===== config.mk =====
export PLATFORM = sky130hd
export DESIGN_NAME = rf_op_sequencer_flat
export DESIGN_NICKNAME = d
export VERILOG_FILES = /design/src/rtl/rf_op_sequencer_if.sv /design/src/rtl/rf_op_sequencer.sv /design/src/flat_wrapper.sv
export SDC_FILE = /design/constraint.sdc
export NUM_CORES = 1
export LEC_CHECK = 0
export CAP_MARGIN = 20
export CORE_MARGIN = 2
export CORE_UTILIZATION = 56
export CTS_CLUSTER_DIAMETER = 80
export DETAILED_ROUTE_END_ITERATION = 10
export PLACE_DENSITY = 0.89
export SLEW_MARGIN = 0
export SYNTH_ARGS = -nofsm -noshare
export SYNTH_HDL_FRONTEND = slang
export SYNTH_SLANG_ARGS = --single-unit

===== constraint.sdc =====
create_clock -name clk -period 5.2 [get_ports clk]
set_clock_uncertainty 0.05 [all_clocks]
set_input_delay 1.04 -clock clk [delete_from_list [all_inputs] [get_ports clk]]
set_output_delay 1.04 -clock clk [all_outputs]
set_load 0.05 [all_outputs]

===== src/rtl/rf_op_sequencer_if.sv =====
// Bus interfaces for rf_op_sequencer.
//   rf_op_seq_in_if : decoded-instruction valid/ready channel
//                     (master = decoder, slave = sequencer)
//                     in_valid, in_ready, in_op[2:0], in_rd, in_rs1, in_rs2, in_imm
//   rf_op_seq_rf_if : register-file access bus
//                     (master = sequencer, slave = register file)
//                     rf_read_addr1/2, rf_read_data1/2 (combinational read data),
//                     rf_write_enable, rf_write_addr, rf_write_data

interface rf_op_seq_in_if #(
    parameter int unsigned DATA_W = 8,
    parameter int unsigned ADDR_W = 3
);
    logic              in_valid;
    logic              in_ready;
    logic [2:0]        in_op;
    logic [ADDR_W-1:0] in_rd;
    logic [ADDR_W-1:0] in_rs1;
    logic [ADDR_W-1:0] in_rs2;
    logic [DATA_W-1:0] in_imm;

    modport master (output in_valid, in_op, in_rd, in_rs1, in_rs2, in_imm,
                    input  in_ready);
    modport slave  (input  in_valid, in_op, in_rd, in_rs1, in_rs2, in_imm,
                    output in_ready);
endinterface

interface rf_op_seq_rf_if #(
    parameter int unsigned DATA_W = 8,
    parameter int unsigned ADDR_W = 3
);
    logic [ADDR_W-1:0] rf_read_addr1;
    logic [ADDR_W-1:0] rf_read_addr2;
    logic [DATA_W-1:0] rf_read_data1;
    logic [DATA_W-1:0] rf_read_data2;
    logic              rf_write_enable;
    logic [ADDR_W-1:0] rf_write_addr;
    logic [DATA_W-1:0] rf_write_data;

    modport master (output rf_read_addr1, rf_read_addr2,
                           rf_write_enable, rf_write_addr, rf_write_data,
                    input  rf_read_data1, rf_read_data2);
    modport slave  (input  rf_read_addr1, rf_read_addr2,
                           rf_write_enable, rf_write_addr, rf_write_data,
                    output rf_read_data1, rf_read_data2);
endinterface


===== src/rtl/rf_op_sequencer.sv =====
// rf_op_sequencer: register-file initiator for the multi-cycle 8-bit datapath.
// Accepts one decoded instruction, reads its operands, computes the result and
// issues a single write-back strobe. Sequence: IDLE -> FETCH -> EXEC -> WB -> IDLE.
//
// Ports:
//   clk, reset  : rising-edge clock, asynchronous active-high reset
//   in_bus      : instruction channel (slave side of rf_op_seq_in_if)
//   rf_bus      : register-file bus (master side of rf_op_seq_rf_if)
//   done        : one-cycle pulse when an instruction retires
//   result      : last computed result (held)
//   zero, carry : flags of the last computed result (held)
//   wb_err      : sticky write-back read-back mismatch
//
// Optional build macro RF_WB_CHECK_EN: adds a VERIFY state after WB that reads
// the destination back through port 1 and sets wb_err on mismatch. Without it,
// wb_err is constant 0 and done pulses in WB.

module rf_op_sequencer #(
    parameter int unsigned DATA_W = 8,
    parameter int unsigned ADDR_W = 3
) (
    input  logic              clk,
    input  logic              reset,
    rf_op_seq_in_if.slave     in_bus,
    rf_op_seq_rf_if.master    rf_bus,
    output logic              done,
    output logic [DATA_W-1:0] result,
    output logic              zero,
    output logic              carry,
    output logic              wb_err
);

    localparam int unsigned OP_W  = 3;
    localparam int unsigned ALU_W = DATA_W + 1;

    typedef enum logic [2:0] {
        S_IDLE   = 3'd0,
        S_FETCH  = 3'd1,
        S_EXEC   = 3'd2,
        S_WB     = 3'd3,
        S_VERIFY = 3'd4
    } state_t;

    typedef enum logic [OP_W-1:0] {
        OP_NOP  = 3'd0,
        OP_ADD  = 3'd1,
        OP_SUB  = 3'd2,
        OP_AND  = 3'd3,
        OP_OR   = 3'd4,
        OP_XOR  = 3'd5,
        OP_LI   = 3'd6,
        OP_ADDI = 3'd7
    } op_t;

    // Fields of the accepted instruction that outlive the handshake
    typedef struct packed {
        op_t               op;
        logic [ADDR_W-1:0] rd;
        logic [DATA_W-1:0] imm;
    } instr_t;

    state_t            state_q, state_d;
    instr_t            instr_q, instr_d;
    logic              in_ready_q, in_ready_d;
    logic [ADDR_W-1:0] raddr1_q, raddr1_d;
    logic [ADDR_W-1:0] raddr2_q, raddr2_d;
    logic [DATA_W-1:0] opa_q, opa_d;
    logic [DATA_W-1:0] opb_q, opb_d;
    logic              we_q, we_d;
    logic [ADDR_W-1:0] waddr_q, waddr_d;
    logic [DATA_W-1:0] wdata_q, wdata_d;
    logic              done_q, done_d;
    logic [DATA_W-1:0] result_q, result_d;
    logic              zero_q, zero_d;
    logic              carry_q, carry_d;
`ifdef RF_WB_CHECK_EN
    logic              wb_err_q, wb_err_d;
`endif

    logic [ALU_W-1:0]  alu_c;
    logic              carry_sel_c;
    logic              wen_c;

    // ALU: one extra bit so bit DATA_W is carry (add) or borrow (sub)
    always_comb begin
        alu_c       = '0;
        carry_sel_c = 1'b0;
        case (instr_q.op)
            OP_ADD: begin
                alu_c       = {1'b0, opa_q} + {1'b0, opb_q};
                carry_sel_c = 1'b1;
            end
            OP_SUB: begin
                alu_c       = {1'b0, opa_q} - {1'b0, opb_q};
                carry_sel_c = 1'b1;
            end
            OP_AND:  alu_c = {1'b0, opa_q & opb_q};
            OP_OR:   alu_c = {1'b0, opa_q | opb_q};
            OP_XOR:  alu_c = {1'b0, opa_q ^ opb_q};
            OP_LI:   alu_c = {1'b0, instr_q.imm};
            OP_ADDI: begin
                alu_c       = {1'b0, opa_q} + {1'b0, instr_q.imm};
                carry_sel_c = 1'b1;
            end
            default: alu_c = '0;
        endcase
    end

    // Register 0 is never written; NOP produces nothing to write
    assign wen_c = (instr_q.op != OP_NOP) && (instr_q.rd != '0);

    // Next-state and registered-output logic
    always_comb begin
        state_d  = state_q;
        instr_d  = instr_q;
        raddr1_d = raddr1_q;
        raddr2_d = raddr2_q;
        opa_d    = opa_q;
        opb_d    = opb_q;
        we_d     = 1'b0;
        waddr_d  = waddr_q;
        wdata_d  = wdata_q;
        done_d   = 1'b0;
        result_d = result_q;
        zero_d   = zero_q;
        carry_d  = carry_q;
`ifdef RF_WB_CHECK_EN
        wb_err_d = wb_err_q;
`endif

        case (state_q)
            S_IDLE: begin
                if (in_bus.in_valid && in_ready_q) begin
                    instr_d.op  = op_t'(in_bus.in_op);
                    instr_d.rd  = in_bus.in_rd;
                    instr_d.imm = in_bus.in_imm;
                    raddr1_d    = in_bus.in_rs1;
                    raddr2_d    = in_bus.in_rs2;
                    state_d     = S_FETCH;
                end
            end

            S_FETCH: begin
                opa_d   = rf_bus.rf_read_data1;
                opb_d   = rf_bus.rf_read_data2;
                state_d = S_EXEC;
            end

            S_EXEC: begin
                // NOP leaves result and flags untouched
                if (instr_q.op != OP_NOP) begin
                    result_d = alu_c[DATA_W-1:0];
                    zero_d   = (alu_c[DATA_W-1:0] == '0);
                    carry_d  = carry_sel_c & alu_c[DATA_W];
                end
                if (wen_c) begin
                    we_d    = 1'b1;
                    waddr_d = instr_q.rd;
                    wdata_d = alu_c[DATA_W-1:0];
                end
`ifdef RF_WB_CHECK_EN
                // Without a write there is nothing to verify, so retire in WB
                done_d  = ~wen_c;
`else
                done_d  = 1'b1;
`endif
                state_d = S_WB;
            end

            S_WB: begin
`ifdef RF_WB_CHECK_EN
                if (wen_c) begin
                    raddr1_d = instr_q.rd;
                    done_d   = 1'b1;
                    state_d  = S_VERIFY;
                end else begin
                    state_d  = S_IDLE;
                end
`else
                state_d = S_IDLE;
`endif
            end

`ifdef RF_WB_CHECK_EN
            S_VERIFY: begin
                // Write committed at the end of WB; port 1 now shows rd
                if (rf_bus.rf_read_data1 != wdata_q) begin
                    wb_err_d = 1'b1;
                end
                state_d = S_IDLE;
            end
`endif

            default: state_d = S_IDLE;
        endcase

        in_ready_d = (state_d == S_IDLE);
    end

    // State and output registers
    always_ff @(posedge clk or posedge reset) begin
        if (reset) begin
            state_q    <= S_IDLE;
            instr_q    <= '0;
            in_ready_q <= 1'b1;
            raddr1_q   <= '0;
            raddr2_q   <= '0;
            opa_q      <= '0;
            opb_q      <= '0;
            we_q       <= 1'b0;
            waddr_q    <= '0;
            wdata_q    <= '0;
            done_q     <= 1'b0;
            result_q   <= '0;
            zero_q     <= 1'b1;
            carry_q    <= 1'b0;
`ifdef RF_WB_CHECK_EN
            wb_err_q   <= 1'b0;
`endif
        end else begin
            state_q    <= state_d;
            instr_q    <= instr_d;
            in_ready_q <= in_ready_d;
            raddr1_q   <= raddr1_d;
            raddr2_q   <= raddr2_d;
            opa_q      <= opa_d;
            opb_q      <= opb_d;
            we_q       <= we_d;
            waddr_q    <= waddr_d;
            wdata_q    <= wdata_d;
            done_q     <= done_d;
            result_q   <= result_d;
            zero_q     <= zero_d;
            carry_q    <= carry_d;
`ifdef RF_WB_CHECK_EN
            wb_err_q   <= wb_err_d;
`endif
        end
    end

    assign in_bus.in_ready        = in_ready_q;
    assign rf_bus.rf_read_addr1   = raddr1_q;
    assign rf_bus.rf_read_addr2   = raddr2_q;
    assign rf_bus.rf_write_enable = we_q;
    assign rf_bus.rf_write_addr   = waddr_q;
    assign rf_bus.rf_write_data   = wdata_q;
    assign done                   = done_q;
    assign result                 = result_q;
    assign zero                   = zero_q;
    assign carry                  = carry_q;
`ifdef RF_WB_CHECK_EN
    assign wb_err                 = wb_err_q;
`else
    assign wb_err                 = 1'b0;
`endif

endmodule


===== src/flat_wrapper.sv =====
// flat-port wrapper written by rule: the top's interface ports become plain ports
module rf_op_sequencer_flat 
#(
    parameter int unsigned DATA_W = 8,
    parameter int unsigned ADDR_W = 3
)
  (clk, reset, done, result, zero, carry, wb_err, in_bus_in_valid, in_bus_in_op, in_bus_in_rd, in_bus_in_rs1, in_bus_in_rs2, in_bus_in_imm, in_bus_in_ready, rf_bus_rf_read_addr1, rf_bus_rf_read_addr2, rf_bus_rf_write_enable, rf_bus_rf_write_addr, rf_bus_rf_write_data, rf_bus_rf_read_data1, rf_bus_rf_read_data2);
  rf_op_seq_in_if #(.DATA_W(DATA_W), .ADDR_W(ADDR_W)) in_bus_i ();
  rf_op_seq_rf_if #(.DATA_W(DATA_W), .ADDR_W(ADDR_W)) rf_bus_i ();
  input  logic clk;
  input  logic reset;
  output logic done;
  output logic [DATA_W-1:0] result;
  output logic zero;
  output logic carry;
  output logic wb_err;
  input wire logic [$bits(in_bus_i.in_valid)-1:0] in_bus_in_valid;
  input wire logic [$bits(in_bus_i.in_op)-1:0] in_bus_in_op;
  input wire logic [$bits(in_bus_i.in_rd)-1:0] in_bus_in_rd;
  input wire logic [$bits(in_bus_i.in_rs1)-1:0] in_bus_in_rs1;
  input wire logic [$bits(in_bus_i.in_rs2)-1:0] in_bus_in_rs2;
  input wire logic [$bits(in_bus_i.in_imm)-1:0] in_bus_in_imm;
  output wire logic [$bits(in_bus_i.in_ready)-1:0] in_bus_in_ready;
  output wire logic [$bits(rf_bus_i.rf_read_addr1)-1:0] rf_bus_rf_read_addr1;
  output wire logic [$bits(rf_bus_i.rf_read_addr2)-1:0] rf_bus_rf_read_addr2;
  output wire logic [$bits(rf_bus_i.rf_write_enable)-1:0] rf_bus_rf_write_enable;
  output wire logic [$bits(rf_bus_i.rf_write_addr)-1:0] rf_bus_rf_write_addr;
  output wire logic [$bits(rf_bus_i.rf_write_data)-1:0] rf_bus_rf_write_data;
  input wire logic [$bits(rf_bus_i.rf_read_data1)-1:0] rf_bus_rf_read_data1;
  input wire logic [$bits(rf_bus_i.rf_read_data2)-1:0] rf_bus_rf_read_data2;
  assign in_bus_i.in_valid = in_bus_in_valid;
  assign in_bus_i.in_op = in_bus_in_op;
  assign in_bus_i.in_rd = in_bus_in_rd;
  assign in_bus_i.in_rs1 = in_bus_in_rs1;
  assign in_bus_i.in_rs2 = in_bus_in_rs2;
  assign in_bus_i.in_imm = in_bus_in_imm;
  assign in_bus_in_ready = in_bus_i.in_ready;
  assign rf_bus_rf_read_addr1 = rf_bus_i.rf_read_addr1;
  assign rf_bus_rf_read_addr2 = rf_bus_i.rf_read_addr2;
  assign rf_bus_rf_write_enable = rf_bus_i.rf_write_enable;
  assign rf_bus_rf_write_addr = rf_bus_i.rf_write_addr;
  assign rf_bus_rf_write_data = rf_bus_i.rf_write_data;
  assign rf_bus_i.rf_read_data1 = rf_bus_rf_read_data1;
  assign rf_bus_i.rf_read_data2 = rf_bus_rf_read_data2;
  rf_op_sequencer #(.DATA_W(DATA_W), .ADDR_W(ADDR_W)) u_core (.clk(clk), .reset(reset), .in_bus(in_bus_i), .rf_bus(rf_bus_i), .done(done), .result(result), .zero(zero), .carry(carry), .wb_err(wb_err));
endmodule

-- Word-level counts from Yosys, hierarchy flattened
Cells that the tools add are included.
- equality and inequality tests: 9
- add/subtract/negate cells: 3
- muxes and demuxes: 7
- reductions and logical operators: 11
- bitwise gates (word level): 4
- operator list (kind ; number):
    one-hot mux 9 bit (7 select lines) ; 1
    adder 8 x 8 -> 9 bit ; 2
    equality test 3 bit (second input constant) ; 4
    equality test 3 x 2 -> 1 bit (second input constant) ; 3
    one-hot mux 3 bit (3 select lines) ; 1
    subtractor 8 x 8 -> 9 bit ; 1
    AND 8 bit ; 1
    logical NOT 8 bit ; 1
    OR 8 bit ; 1
    bitwise XOR 8 bit ; 1
    equality test 3 x 1 -> 1 bit (second input constant) ; 2
    logical NOT 3 bit ; 2
    AND reduction 2 bit ; 3
    nonzero test 3 bit ; 2
    two-way mux 1 bit ; 4
    two-way mux 3 bit ; 1
    OR reduction 3 bit ; 1
    logical AND 1 bit ; 2
    AND 1 bit ; 1
- flip-flop bits (word level): 63
- word-level logic and storage cells: 50

-- Depth between registers and ports, before layout
Gate-level depths: netlist of the first run.
- word-level depth: 4
- depth in mapped cells: 16
- mapped depth without buffers: 15

-- Least setup slack after synthesis of the first run
Ideal clock, no wire load.
- path kind: register to register
- start: reg u_core.instr_q[11] in the netlist's numbering
- end: reg u_core.zero_q, in the netlist u_core.zero
- data arrival time: 3249 ps
- setup slack: 1838 ps
- library setup time: 64 ps
- data required time: 5086 ps
- cell stages (with the launch flop): 17
- path through: dfrtp_1 > buf_4 > buf_2 > buf_2 > buf_2 > o22ai_1 > nand2_1 > o221a_2 > inv_1 > fa_1 > nor2b_4 > a21o_1 > mux4_2 > nor2_1 > nor4bb_1 > and2_1 > a32o_1
- cells in the longest elaborated chain, start to end: 3
- elaborated cells on any way between the ends: 11
- those cells by class: 7 x eq/ne; 1 x mux; 3 x reduce/logical
- RTL lines (item ; line ; RTL):
    from (decl) ; rf_op_sequencer.sv:63 ; instr_t instr_q, instr_d;
    from (signal assigned) ; rf_op_sequencer.sv:222 ; instr_q <= instr_d;
    equality test 3 bit (tied with other cells) ; rf_op_sequencer.sv:88 ; case (instr_q.op)
    one-hot mux 9 bit (7 select lines) ; rf_op_sequencer.sv:88 ;
    logical NOT 8 bit ; rf_op_sequencer.sv:153 ; zero_d = (alu_c[DATA_W-1:0] == '0);
    to (signal assigned) ; rf_op_sequencer.sv:233 ; zero_q <= zero_d;
    to (decl) ; rf_op_sequencer.sv:74 ; logic zero_q, zero_d;
Several ways; a longest one is shown, not always the timed one.
A chain may end at the register's enable or synchronous reset.

-- Worst setup path after layout of the first run
- start: reg u_core.instr_q[12] in the netlist's numbering
- end: reg u_core.zero_q, in the netlist u_core.zero
Same word-level chain as after synthesis.

==> results by group, run 1 <==
Status
  • Status: finished clean

Placement
  • Port Buffers: 68
  • Placer Congestion: 0.975
  • DPL Wire Length: 6020 um

Die
  • Core Area: 0.00631 mm2
  • DIE WIDTH: 84.7 um
  • Initial Util: 57.8%
  • Rows: 29
  • Die Ht: 84.7 um
  • Die area: 0.00718 mm2
  • IO Pins: 70

Timing
  • Final number of hold-violating endpoints: 0
  • Min Tclk post-route: 3.94 ns
  • Slew @ Worst Pin: 0.940 ns
  • Max Fclk: 254 MHz
  • Sum of negative setup slack: 0 ns
  • Final Slew Violations: 0
  • Final worst-path cycle share: 75.8%
  • RSZ-0062 raised after global routing: false
  • Setup-failing EPs final: 0
  • Max_slew headroom: 37.3%

GRT
  • Total gr overflow: 0
  • Largest net degree at the start of global routing: 64
  • Vias in the first global route: 3,017
  • Total GRT Usage: 24.1%
  • First-pass GRT wire length: 13,900 um
  • Initial antenna violation count: 0

Worst setup path
  • Critical Path AT: 4.17 ns
  • WS Path Type: reg -> reg
  • Critical path required time: 5.42 ns
  • CP max FO: 27
  • Slowest cell on the critical path: dfrtp_1
  • Cells along the critical path: nand2_1 -> o221ai_1 -> o21a_1 -> a21oi_1 -> ha_1 -> or4_1 -> o22ai_1 -> xnor2_1 -> a31oi_1 -> or3_1 -> a32o_1
  • CP endpoint kind: flop
  • Max incr delay on CP: 0.96 ns
  • Startpoint Class: flop

Drt
  • Drt drc: 0
  • Pre-antenna DRT Iters: 5
  • Routed WL: 8490 um
  • WL/cell: 16.1 um
  • Drt first-iter violations: 253
  • Routed vias/inst: 5.93
  • ANT nets after route: 0
  • Vias: 3,118

CTS
  • CTS max path bufs: 2
  • Cts bufs inserted: 9
  • Cts repair resizes: 0
  • Clk Latency, worst-skew pair: 0.35 ns
  • CTS tree: yes
  • Reg clk slew, reported paths: 0.07 ns
  • Cts hold-fix bufs: 0
  • Clk sink count: 63
  • Htree depth: 3
  • Clk root buf: clkbuf_8
  • Post-CTS setup buffers: 0

Yosys
  • Commonest cells post-synth: dfrtp_1, nand2_1, o21ai_0
  • Synthesized area: 0.00365 mm2
  • Post-synth top area cell: dfrtp_1
  • Mean Syn Cell Area: 9.68 um2
  • Post-synth top flop: dfrtp_1
  • Cell with the most instances after synthesis: dfrtp_1
  • Yosys cell types: 56
  • Yosys reg bits: 63
  • Top post-synthesis cells by area: dfrtp_1, ha_1, nand2_1
  • Warnings from Yosys: 0
  • EDFF count, synth: 0
  • Sequential area share after synthesis: 43.2%
  • Post-Syn Instances: 377
  • Fraction of registers with async set/reset: 100%
  • Synth top area share: 41.8%

Finish
  • Sequential cell area: 0.00158 mm2
  • Layout cell share with drive strength beyond 1: 13.1%
  • Layout fillers: 472
  • N_diodes: 0
  • Nets: 509
  • Area delta synth->final: 25.3%
  • Area of the multi-input gates: 0.00186 mm2

Flow run
  • Maxcap violations: 0

Hold path
  • HP Class: reg -> reg
==> worst paths after layout <==
check                                    from                        endpoint  slack (ns)  depth (start not counted)
min reg2reg                  u_core.result[5]                u_core.result[5]        0.43                          2
max                        u_core.instr_q[12]                     u_core.zero        1.26                         11
max reg2reg                u_core.instr_q[12]                     u_core.zero        1.26                         11
min in group asynchronous               reset  u_core.rf_bus.rf_read_addr1[1]        1.18                          3
min                          u_core.result[5]                u_core.result[5]        0.43                          2
max in group asynchronous               reset                 u_core.opa_q[3]        3.41                          3
==> metrics by stage <==
stage	setup WS, ns	area, um2	util [%]	hold slack, ns	std cells
finish	1.26	4570	72.5	0.430	526
global route	1.07	4570	72.5	0.460	526
global placement	1.57	4390	69.5	0.407	510
floorplan	1.84	3650	-	0.411	378
CTS	1.37	4570	72.5	0.428	526
detailed placement	1.43	4390	69.5	0.412	510
==> layout make-up <==
| cell class | instances | share of cell area [%] |
|---|---|---|
| clock buffer | 10 | 2.79 |
| clock inverter | 6 | 1.34 |
| inverter | 28 | 2.30 |
| multi-input combinational | 266 | 40.8 |
| sequential | 63 | 34.5 |
| tap | 77 | 2.11 |
| timing repair buffer | 76 | 16.2 |
==> worst max-delay path, delay by kind of cell, from the launching register on <==
kind                     cells  cell delay, ns
flip-flops                   1            0.96
AO/OA/AOI/OAI                6            1.01
XOR/XNOR                     1            0.16
adder cells (fa/ha/maj)      1            0.24
AND/OR/NAND/NOR              3            1.44
==> cells by family after synthesis <==
kind of cell | synth area share (%)
and+or+nand+nor | 13.5
other | 0.103
xor gates and xnor gates | 1.44
muxes | 9.46
DFF | 43.2
AOI/OAI and AO/OA | 17.1
adders and majority gates | 9.12
buffers and inverters | 6.10
==> registers in the layout, summed over array words and instances (netlist names) <==
signal	flops
u_core.in_bus.in_ready	1
u_core.rf_bus.rf_write_addr	3
u_core.rf_bus.rf_read_addr1	3
u_core.rf_bus.rf_write_data	8
u_core.rf_bus.rf_write_enable	1
u_core.result	8
u_core.instr_q	14
u_core.opa_q	8
u_core.rf_bus.rf_read_addr2	3
u_core.carry	1
u_core.opb_q	8
u_core.state_q	3
u_core.done	1
u_core.zero	1
==> cell usage in the layout, fill, tap and decap left out, types with 3 or more instances in the layout <==
cell type and instances:
xnor2_1 3, buf_4 8, mux2i_1 3, nor3_1 4
clkdlybuf4s50_1 68, nand2b_1 5, a221oi_1 3, nor2_1 18
nand3_1 4, mux4_2 3, o221ai_1 4, nand2_1 58
a21oi_1 15, o22ai_1 5, o21a_1 5, inv_1 25
or2_2 5, clkbuf_8 9, inv_2 3, mux2_1 6
o21ai_0 36, dfrtp_1 61, ha_1 25, a22o_1 3
o31ai_1 6, clkinv_2 3, xor2_1 3, mux2_2 16
==> routing by layer <==
metal | track usage [%] | share of wire, % | vias to the layer above
met1 | 31.0 | 43 | 1501
li1 | - | - | 1445
met5 | 0 | 0 | -
met3 | 4.42 | 6.8 | 20
met2 | 40.1 | 48 | 152
met4 | 10.2 | 1.9 | 0
Power of run 1 is not shown: default switching activity piles up to over one toggle a cycle in this logic, so the estimate is an artifact.
==> run 2, diff against run 1 <==
--- a/config.mk
+++ b/config.mk
@@ -7,10 +7,10 @@
 export LEC_CHECK = 0
 export CAP_MARGIN = 20
 export CORE_MARGIN = 2
-export CORE_UTILIZATION = 56
+export CORE_UTILIZATION = 52
 export CTS_CLUSTER_DIAMETER = 80
 export DETAILED_ROUTE_END_ITERATION = 10
-export PLACE_DENSITY = 0.89
+export PLACE_DENSITY = 0.84
 export SLEW_MARGIN = 0
 export SYNTH_ARGS = -nofsm -noshare
 export SYNTH_HDL_FRONTEND = slang
==> constraint.sdc (replaced) <==
create_clock -name clk -period 3.9 [get_ports clk]
set_clock_uncertainty 0.05 [all_clocks]
set_input_delay 0.78 -clock clk [delete_from_list [all_inputs] [get_ports clk]]
set_output_delay 0.78 -clock clk [all_outputs]
set_load 0.05 [all_outputs]
==> run 2 against run 1 <==
Compared with the run above:
- fmax is 11% higher
- critical path depth up 1
- sequential share of layout area shrank 0.23 points
- highest routed layer unchanged
- setup slack got worse by 0.90 ns
- largest cell class unchanged
- register-to-register slack got worse by 0.90 ns
- non-clock buffer count is 1 higher
- critical path type unchanged
- first-iteration DRC count fell by 21%
- hold slack improved by 0.00070 ns
==> results by group, run 2 (synthesized netlist as in run 1, its figures left out) <==
Timing
  • Max Fclk: 282 MHz (was 254 MHz)
  • Setup-failing EPs final: 0 (unchanged)
  • Min Tclk post-route: 3.54 ns (was 3.94 ns)
  • Max_slew headroom: 39.4% (was 37.3%)
  • Final Slew Violations: 0 (unchanged)
  • Slew @ Worst Pin: 0.908 ns (was 0.940 ns)
  • Final worst-path cycle share: 90.8% (was 75.8%)
  • Hold WS: 0.430 ns (about the same)
  • RSZ-0062 raised after global routing: false (unchanged)
  • Sum of negative setup slack: 0 ns (unchanged)
  • Final number of hold-violating endpoints: 0 (unchanged)

Worst setup path
  • Critical Path AT: 3.76 ns (was 4.17 ns)
  • Critical path required time: 4.11 ns (was 5.42 ns)
  • Worst r2r path cells: 12 (was 11)
  • CP endpoint kind: flop (unchanged)
  • WS Path Type: reg -> reg (unchanged)
  • CP max FO: 25 (was 27)
  • Startpoint Class: flop (unchanged)

Finish
  • Nets: 510 (was 509)
  • Layout cell share with drive strength beyond 1: 13.3% (was 13.1%)
  • Final core occ: 67.8% (was 72.5%)
  • Largest Register: u_core.instr_q (unchanged)
  • Most common library cell in the layout ignoring fill and taps: clkdlybuf4s50_1 (unchanged)
  • Area delta synth->final: 26.1% (was 25.3%)
  • N_diodes: 0 (unchanged)
  • Largest register FFs: 14 (unchanged)
  • Commonest non-fill, non-tap cells in the layout: clkdlybuf4s50_1, dfrtp_1, nand2_1, o21ai_0 (unchanged)

Die
  • DIE WIDTH: 87.8 um (was 84.7 um)
  • Rows: 30 (was 29)
  • IO Pins: 70 (unchanged)
  • Initial Util: 53.7% (was 57.8%)
  • Die Ht: 87.8 um (was 84.7 um)
  • Core Area: 0.00679 mm2 (was 0.00631 mm2)
  • Die area: 0.00771 mm2 (was 0.00718 mm2)

GRT
  • Total gr overflow: 0 (unchanged)
  • Total GRT Usage: 23.4% (was 24.1%)
  • Largest net degree at the start of global routing: 45 (was 64)
  • Initial antenna violation count: 0 (unchanged)
  • First-pass GRT wire length: 14,100 um (was 13,900 um)
  • Vias in the first global route: 3,003 (was 3,017)

Hold path
  • Hold path cells: 2 (unchanged)
  • HP Class: reg -> reg (unchanged)

Drt
  • Vias: 3,060 (was 3,118)
  • WL/cell: 15.2 um (was 16.1 um)
  • Drt first-iter violations: 199 (was 253)
  • Drt drc: 0 (unchanged)
  • ANT nets after route: 0 (unchanged)
  • Routed WL: 8290 um (was 8490 um)
  • Pre-antenna DRT Iters: 4 (was 5)
  • Routed vias/inst: 5.60 (was 5.93)

Placement
  • Port Buffers: 68 (unchanged)
  • Placer Congestion: 0.855 (was 0.975)
  • DPL Wire Length: 6040 um (was 6020 um)

CTS
  • CTS tree: yes (unchanged)
  • Clk Latency, worst-skew pair: 0.33 ns (was 0.35 ns)
  • Cts hold-fix bufs: 0 (unchanged)
  • Cts repair resizes: 0 (unchanged)
  • Clk root buf: clkbuf_8 (unchanged)
  • CTS max path bufs: 2 (unchanged)
  • Clk sink count: 63 (unchanged)
  • Htree depth: 3 (unchanged)
  • Cts bufs inserted: 9 (unchanged)
  • Reg clk slew, reported paths: 0.07 ns (about the same)
  • Post-CTS setup buffers: 0 (unchanged)

Status
  • Status: finished clean (unchanged)

Power
  • Leakage: 2.03 nW
  • P per Cell Area: 1010 mW/mm2
  • Peak VDD IR: 480 uV

Flow run
  • Maxcap violations: 0 (unchanged)
==> run 2: path summary, 6_finish.rpt <==
check                                                from                              to  slack [ns]
max                                    u_core.instr_q[11]                     u_core.zero        0.36
min                        u_core.rf_bus.rf_write_data[3]  u_core.rf_bus.rf_write_data[3]        0.43
max reg2reg                            u_core.instr_q[11]                     u_core.zero        0.36
min reg2reg                u_core.rf_bus.rf_write_data[3]  u_core.rf_bus.rf_write_data[3]        0.43
max in group asynchronous                           reset              u_core.instr_q[11]        2.07
min in group asynchronous                           reset  u_core.rf_bus.rf_read_addr1[0]        0.91
==> run 2: layout make-up <==
cell class                      instances  area, um2
Clock inverter                          6       61.3
Timing Repair Buffer                   77        748
Sequential cell                        63       1580
Fill cell                             551       2190
Inverter                               28        105
Clock buffer                           10        128
Multi-Input combinational cell        266       1860
Tap cell                               96        120
==> run 2: critical path: stages (launching register included) <==
cell and delay (ns):
dfrtp_1 0.69, buf_4 0.37, a21oi_1 0.09, mux2_2 0.23, nor2_1 0.04, a221oi_1 0.24, ha_1 0.32, o311a_1 0.34
o22ai_1 0.18, xnor2_1 0.16, a31oi_1 0.10, or3_1 0.43, a32o_1 0.23
==> run 2: layer usage <==
layer / global-route usage [%] / routed length, um / up-vias
met1: 31.0 / 3760 / 1488
li1: - / - / 1453
met2: 38.8 / 4020 / 108
met4: 8.53 / 109 / 0
met3: 3.77 / 396 / 11
met5: 0 / 0 / -
==> run 2: power breakdown <==
part / internal (mW) / switching, mW
Clock: 0.293 / 0.253
Combinational: 1.19 / 1.67
Sequential: 0.955 / 0.281
Total: 2.43 / 2.21
==> run 2: per-stage QoR <==
step                std cells  instance area, um2  worst slack (ns)  power (mW)
floorplan                 378                3650             0.538        3.35
global placement          530                4420             0.453        4.00
detailed placement        530                4420             0.377        4.07
CTS                       546                4610             0.379        4.64
global route              546                4610            0.0560        5.01
finish                    546                4610             0.357        4.64
Note: power is estimated with default switching activity, not from simulation.
==> run 3, diff against run 2 <==
--- a/config.mk
+++ b/config.mk
@@ -5,7 +5,7 @@
 export SDC_FILE = /design/constraint.sdc
 export NUM_CORES = 1
 export LEC_CHECK = 0
-export CAP_MARGIN = 20
+export CAP_MARGIN = 25
 export CORE_MARGIN = 2
 export CORE_UTILIZATION = 52
 export CTS_CLUSTER_DIAMETER = 80
==> results of run 3 <==
The final DEF is identical to that of run 2; final timing and power are the same.
